[config.mk]
export PLATFORM = sky130hd
export DESIGN_NAME = spram_port_master
export DESIGN_NICKNAME = d
export VERILOG_FILES = /design/src/rtl/spram_pkg.sv /design/src/rtl/spram_rsp_fifo.sv /design/src/rtl/spram_port_master.sv
export SDC_FILE = /design/constraint.sdc
export NUM_CORES = 1
export LEC_CHECK = 0
export CORE_MARGIN = 2
export CORE_UTILIZATION = 52
export DETAILED_ROUTE_END_ITERATION = 8
export GPL_ROUTABILITY_DRIVEN = 0
export PLACE_DENSITY = 0.9
export REMOVE_ABC_BUFFERS = 1
export SLEW_MARGIN = 0
export SYNTH_ARGS = -nofsm -noshare
export SYNTH_HDL_FRONTEND = slang
export SYNTH_HIERARCHICAL = 1
export SYNTH_SLANG_ARGS = --single-unit
[constraint.sdc]
create_clock -name clk -period 3 [get_ports clk]
set_clock_uncertainty 0.2 [all_clocks]
set_input_delay 0.3 -clock clk [delete_from_list [all_inputs] [get_ports clk]]
set_output_delay 0.3 -clock clk [all_outputs]
set_load 0.03 [all_outputs]
[src/rtl/spram_pkg.sv]
// Shared types and default widths for the single-port RAM port master.
package spram_pkg;

   localparam int unsigned DEF_ADDR_WIDTH = 5;
   localparam int unsigned DEF_DATA_WIDTH = 5;

   typedef enum logic {StInit, StRun} state_e;

   typedef struct packed {
      logic                      we;
      logic [DEF_ADDR_WIDTH-1:0] addr;
      logic [DEF_DATA_WIDTH-1:0] data;
   } req_t;

endpackage

[src/rtl/spram_rsp_fifo.sv]
// Response FIFO for read data; push and pop in the same edge are legal at any fill level.
module spram_rsp_fifo #(
   parameter int unsigned DATA_WIDTH = 5,
   parameter int unsigned RSP_DEPTH  = 4
) (
   input  logic                             clk,
   input  logic                             rst_n,
   input  logic                             push,
   input  logic [DATA_WIDTH-1:0]            push_data,
   input  logic                             pop,
   output logic [DATA_WIDTH-1:0]            head,
   output logic [$clog2(RSP_DEPTH+1)-1:0]   count,
   output logic                             empty
);

   localparam int unsigned PW = $clog2(RSP_DEPTH);
   localparam int unsigned CW = $clog2(RSP_DEPTH + 1);

   logic [DATA_WIDTH-1:0] mem [RSP_DEPTH];
   logic [PW-1:0]         wr_ptr;
   logic [PW-1:0]         rd_ptr;
   logic                  do_pop;

   assign empty  = (count == '0);
   assign do_pop = pop & ~empty;
   assign head   = mem[rd_ptr];

   // Storage, wrapping pointers and occupancy; storage is cleared so the head reads 0 after reset.
   always_ff @(posedge clk or negedge rst_n) begin
      if (!rst_n) begin
         for (int i = 0; i < int'(RSP_DEPTH); i++) begin
            mem[i] <= '0;
         end
         wr_ptr <= '0;
         rd_ptr <= '0;
         count  <= '0;
      end else begin
         if (push) begin
            mem[wr_ptr] <= push_data;
            wr_ptr      <= (wr_ptr == PW'(RSP_DEPTH - 1)) ? '0 : wr_ptr + PW'(1);
         end
         if (do_pop) begin
            rd_ptr <= (rd_ptr == PW'(RSP_DEPTH - 1)) ? '0 : rd_ptr + PW'(1);
         end
         if (push && !do_pop) begin
            count <= count + CW'(1);
         end else if (!push && do_pop) begin
            count <= count - CW'(1);
         end
      end
   end

endmodule

[src/rtl/spram_port_master.sv]
// Initiator for a single-port RAM: request stream in, RAM pins out, in-order read responses back.
module spram_port_master
   import spram_pkg::*;
#(
   parameter int unsigned           ADDR_WIDTH = DEF_ADDR_WIDTH,
   parameter int unsigned           DATA_WIDTH = DEF_DATA_WIDTH,
   parameter int unsigned           RD_LAT     = 1,
   parameter int unsigned           RSP_DEPTH  = 4,
   parameter bit                    INIT_EN    = 1'b1,
   parameter logic [DATA_WIDTH-1:0] INIT_VALUE = '0
) (
   input  logic                  clk,
   input  logic                  rst_n,
   input  logic                  req_valid,
   output logic                  req_ready,
   input  logic                  req_we,
   input  logic [ADDR_WIDTH-1:0] req_addr,
   input  logic [DATA_WIDTH-1:0] req_data,
   output logic                  rsp_valid,
   input  logic                  rsp_ready,
   output logic [DATA_WIDTH-1:0] rsp_data,
   output logic [ADDR_WIDTH-1:0] ram_addr,
   output logic [DATA_WIDTH-1:0] ram_data,
   output logic                  ram_we,
   input  logic [DATA_WIDTH-1:0] ram_out,
   output logic                  init_done
);

   localparam int unsigned CW = $clog2(RSP_DEPTH + 1);

   state_e                state;
   logic [ADDR_WIDTH-1:0] ic;
   // Stage 0 covers the cycle the address sits in ram_addr; the last stage marks valid ram_out.
   logic [RD_LAT:0]       rd_pipe;
   logic [CW-1:0]         fifo_count;
   logic                  fifo_empty;
   logic                  accept;
   logic                  pop;
   logic                  credit;
   int unsigned           inflight;

   assign accept    = req_valid & req_ready;
   assign pop       = rsp_valid & rsp_ready;
   assign rsp_valid = ~fifo_empty;
   assign req_ready = (state == StRun) & credit;

   // Credit: every read accepted but not yet popped holds one FIFO slot.
   always_comb begin
      inflight = 0;
      for (int i = 0; i <= int'(RD_LAT); i++) begin
         inflight = inflight + 32'(rd_pipe[i]);
      end
      credit = (32'(fifo_count) + inflight) < RSP_DEPTH;
   end

   // Fill sequence, then registered RAM pins driven from accepted requests.
   always_ff @(posedge clk or negedge rst_n) begin
      if (!rst_n) begin
         state     <= INIT_EN ? StInit : StRun;
         init_done <= ~INIT_EN;
         ic        <= '0;
         ram_we    <= 1'b0;
         ram_addr  <= '0;
         ram_data  <= '0;
      end else begin
         unique case (state)
            StInit: begin
               ram_we   <= 1'b1;
               ram_addr <= ic;
               ram_data <= INIT_VALUE;
               ic       <= ic + ADDR_WIDTH'(1);
               if (ic == {ADDR_WIDTH{1'b1}}) begin
                  state     <= StRun;
                  init_done <= 1'b1;
               end
            end
            StRun: begin
               if (accept) begin
                  ram_we   <= req_we;
                  ram_addr <= req_addr;
                  ram_data <= req_data;
               end else begin
                  ram_we <= 1'b0;
               end
            end
            default: ;
         endcase
      end
   end

   // Read tag pipe; a tag leaving the last stage captures ram_out into the FIFO.
   always_ff @(posedge clk or negedge rst_n) begin
      if (!rst_n) begin
         rd_pipe <= '0;
      end else begin
         rd_pipe <= {rd_pipe[RD_LAT-1:0], accept & ~req_we};
      end
   end

   spram_rsp_fifo #(
      .DATA_WIDTH (DATA_WIDTH),
      .RSP_DEPTH  (RSP_DEPTH)
   ) u_rsp_fifo (
      .clk       (clk),
      .rst_n     (rst_n),
      .push      (rd_pipe[RD_LAT]),
      .push_data (ram_out),
      .pop       (pop),
      .head      (rsp_data),
      .count     (fifo_count),
      .empty     (fifo_empty)
   );

endmodule

==> impl_metrics.ini <==
[sta]
hold_viol = 47
min_period_over_period_pct = 91.31
rsz0062_at_grt = false
timing.slew.headroom_pct = 33.73
tightest_slew_ns = 0.9940
min_period_ns = 2.739
report.final.slew_viol_count = 0
timing.fmax_mhz = 365.1
finalSetupTns_ns = 0
whs_ns = -0.02641
setup_viol = 0
setup_slack_ns = 0.2608

[final_layout]
fin_util_pct = 66.89
fin_cells = 257
n_fill_cell = 288
final_nets = 237
antenna-diode-count = 0
drive_gt1_share_pct = 22.22
area_growth_pct = 22.60

[global_routing]
overflow = 0
grt_start_max_net_pins = 48
grt_usage_pct = 18.15
grt_pass1_vias = 1470
grt_pass1_wl_um = 6948
antenna_found_initial = 0

[route]
dr.pass1.iters = 4
drt-vias-per-instance = 5.420
final_antenna_net_count = 0
drc = 0
avgRoutedWirePerCell_um = 15.13
route.vias.total = 1393
drt-initial-drc-count = 88
routed_wl_um = 3889

[placement]
io_buffers = 38
pre_cts_slack_ns = 0.5885
dp.cells = 250
dp_hpwl_um = 2755

[synth]
synth_warnings = 6
synth_mux_area_share_pct = 20.20
synth_top_area_share_pct = 53.50
ys_types = 30
synth-xor-area-share_pct = 2.390
synth_area_leaders = dfrtp_1, mux2_2, ha_1
synth_cells = 166
synth_top_family_by_area = multiplexers
yosysSeqAreaShare_pct = 53.50
synthSimpleGateAreaFrac_pct = 8.537
synth_top_area_cell = dfrtp_1
synth_seq_cells = 47
synth_fa_ha_area_share_pct = 6.033
synth-compound-area-share_pct = 6.659
synthesis.area_um2 = 2198
syn_avg_cell_area_um2 = 13.24

[pwr]
irDropWorstVdd_mv = 0.4583
power.leakage_nw = 1.194
power.density_nw_per_um2 = 994.9
finalPower_mw = 2.681

[cts]
ctsLongestPathBuffers = 2
cts.clk_slew.worst_paths_ns = 0.08
cts_repair_resize_count = 0
insertion_delay_ns = 0.29
tritoncts = done
ctsHoldBuffers = 0
clockRootBuffer = clkbuf_8
cts_setup_buffers = 0
numCtsBuffers = 5
clock_sinks = 47
cts_max_level = 2

[run]
max-cap-violations = 0

[run_status]
violations = negative hold slack
outcome = complete, but fails checks

[worst_setup_path]
worstPathRequired_ns = 2.50
critPathKind = reg -> out
r2r_setup_slack_ns = 0.74
start_kind = flop
worstSetupEndpointType = output port
arrival_ns = 2.24
critPathMaxFanout = 7

[floorplan]
rows = 23
dieWidth_um = 69.02
dieArea_um2 = 4764
num_io_pins = 39
start_util_pct = 54.57
die_h_um = 69.02
coreArea_um2 = 4029

[worst_hold_path]
hold_path_class = in -> async
-- worst max-delay path, stage by stage (launching register included) --
cell,delay (ns)
dfrtp_1,0.46
ha_1,0.33
and3_1,0.25
nor3_1,0.20
clkdlybuf4s50_1,0.70
-- cell families after synthesis --
logic type	count (synthesis)
and+or+nand+nor	36
xor gates and xnor gates	6
DFF	47
AOI/OAI and AO/OA	21
buffers and inverters	11
muxes	35
adders and majority gates	10
-- registers in the layout, indices dropped and copies added, names as in the netlist --
| name | cells |
|---|---|
| u_rsp_fifo/count | 3 |
| u_rsp_fifo/wr_ptr | 2 |
| ram_data | 5 |
| ram_addr | 5 |
| state | 1 |
| rd_pipe | 2 |
| ram_we | 1 |
| ic | 5 |
| u_rsp_fifo/mem | 20 |
| init_done | 1 |
| u_rsp_fifo/rd_ptr | 2 |
-- synthesized netlist by cell type --
library cell	n
a21o_1	1
a21o_2	2
a21oi_1	6
a41oi_1	5
and3_1	2
buf_2	2
buf_6	2
clkbuf_1	1
dfrtp_1	47
fa_1	1
ha_1	9
inv_1	6
mux2_2	25
mux2i_1	5
mux4_2	5
nand2_1	17
nand2b_4	1
nand3_1	1
nand4_1	1
nor2_1	8
nor2b_1	1
nor3_1	1
nor3_2	1
nor3_4	1
nor3b_2	1
o21ai_0	2
o31ai_1	5
or2_2	1
xnor2_1	4
xor2_1	2
-- through the flow --
stage	cell area, um2	hold slack [ns]
after floorplan	2162	-0.1956
after global placement	2608	0.1639
after detailed placement	2608	0.1801
after CTS	2695	0.004026
after global routing	2695	0.05693
final	2695	-0.02641
-- path summary, 6_finish.rpt --
| path | from | endpoint | depth (start not counted) |
|---|---|---|---|
| setup / recovery | u_rsp_fifo/count[0]$_DFFE_PN0P_ | req_ready | 4 |
| hold / removal | rst_n | u_rsp_fifo/mem[14]$_DFFE_PN0P_ | 1 |
| setup reg to reg | u_rsp_fifo/count[1]$_DFFE_PN0P_ | u_rsp_fifo/count[2]$_DFFE_PN0P_ | 9 |
| hold reg to reg | rd_pipe[0]$_DFF_PN0_ | rd_pipe[1]$_DFF_PN0_ | 0 |
| max in group asynchronous | rst_n | u_rsp_fifo/count[1]$_DFFE_PN0P_ | 1 |
| min in group clk | rd_pipe[0]$_DFF_PN0_ | rd_pipe[1]$_DFF_PN0_ | 0 |
-- layout by cell type (no fill, tap or decap), drive strengths merged, types with 2 or more instances in the layout --
cell type and n:
a21o 3, a21oi 6, a41oi 5, and3 2
buf 2, clkbuf 6, clkdlybuf4s50 37, dfrtp 47
ha 9, inv 6, mux2 25, mux2i 5
mux4 5, nand2 17, nor2 8, nor3 3
o21ai 2, o31ai 5, xnor2 4, xor2 2
-- final cells by class --
cell class	instances	area, um2	area share (%)
Clock inverter	1	5.005	0.1857
Multi-Input combinational cell	108	963.4	35.75
Clock buffer	6	82.58	3.064
Inverter	6	22.52	0.8357
Timing Repair Buffer	39	382.9	14.21
Tap cell	50	62.56	2.321
Sequential cell	47	1176	43.64
-- per-layer routing --
layer	GRT usage, %	routed length (um)	vias up	share of wire [%]
li1	-	-	671	-
met4	4.575	52	0	1.3
met2	30.98	1886	54	48
met3	5.117	234	7	6.0
met1	22.82	1716	661	44
met5	0	0	-	0
-- report_power, final --
| group | leakage [nW] | internal, mW | switching, mW |
|---|---|---|---|
| Sequential | 0.565 | 0.873 | 0.198 |
| Clock | 0.0470 | 0.181 | 0.194 |
| Combinational | 0.582 | 0.633 | 0.602 |
Power figures use the tool's default switching activity.
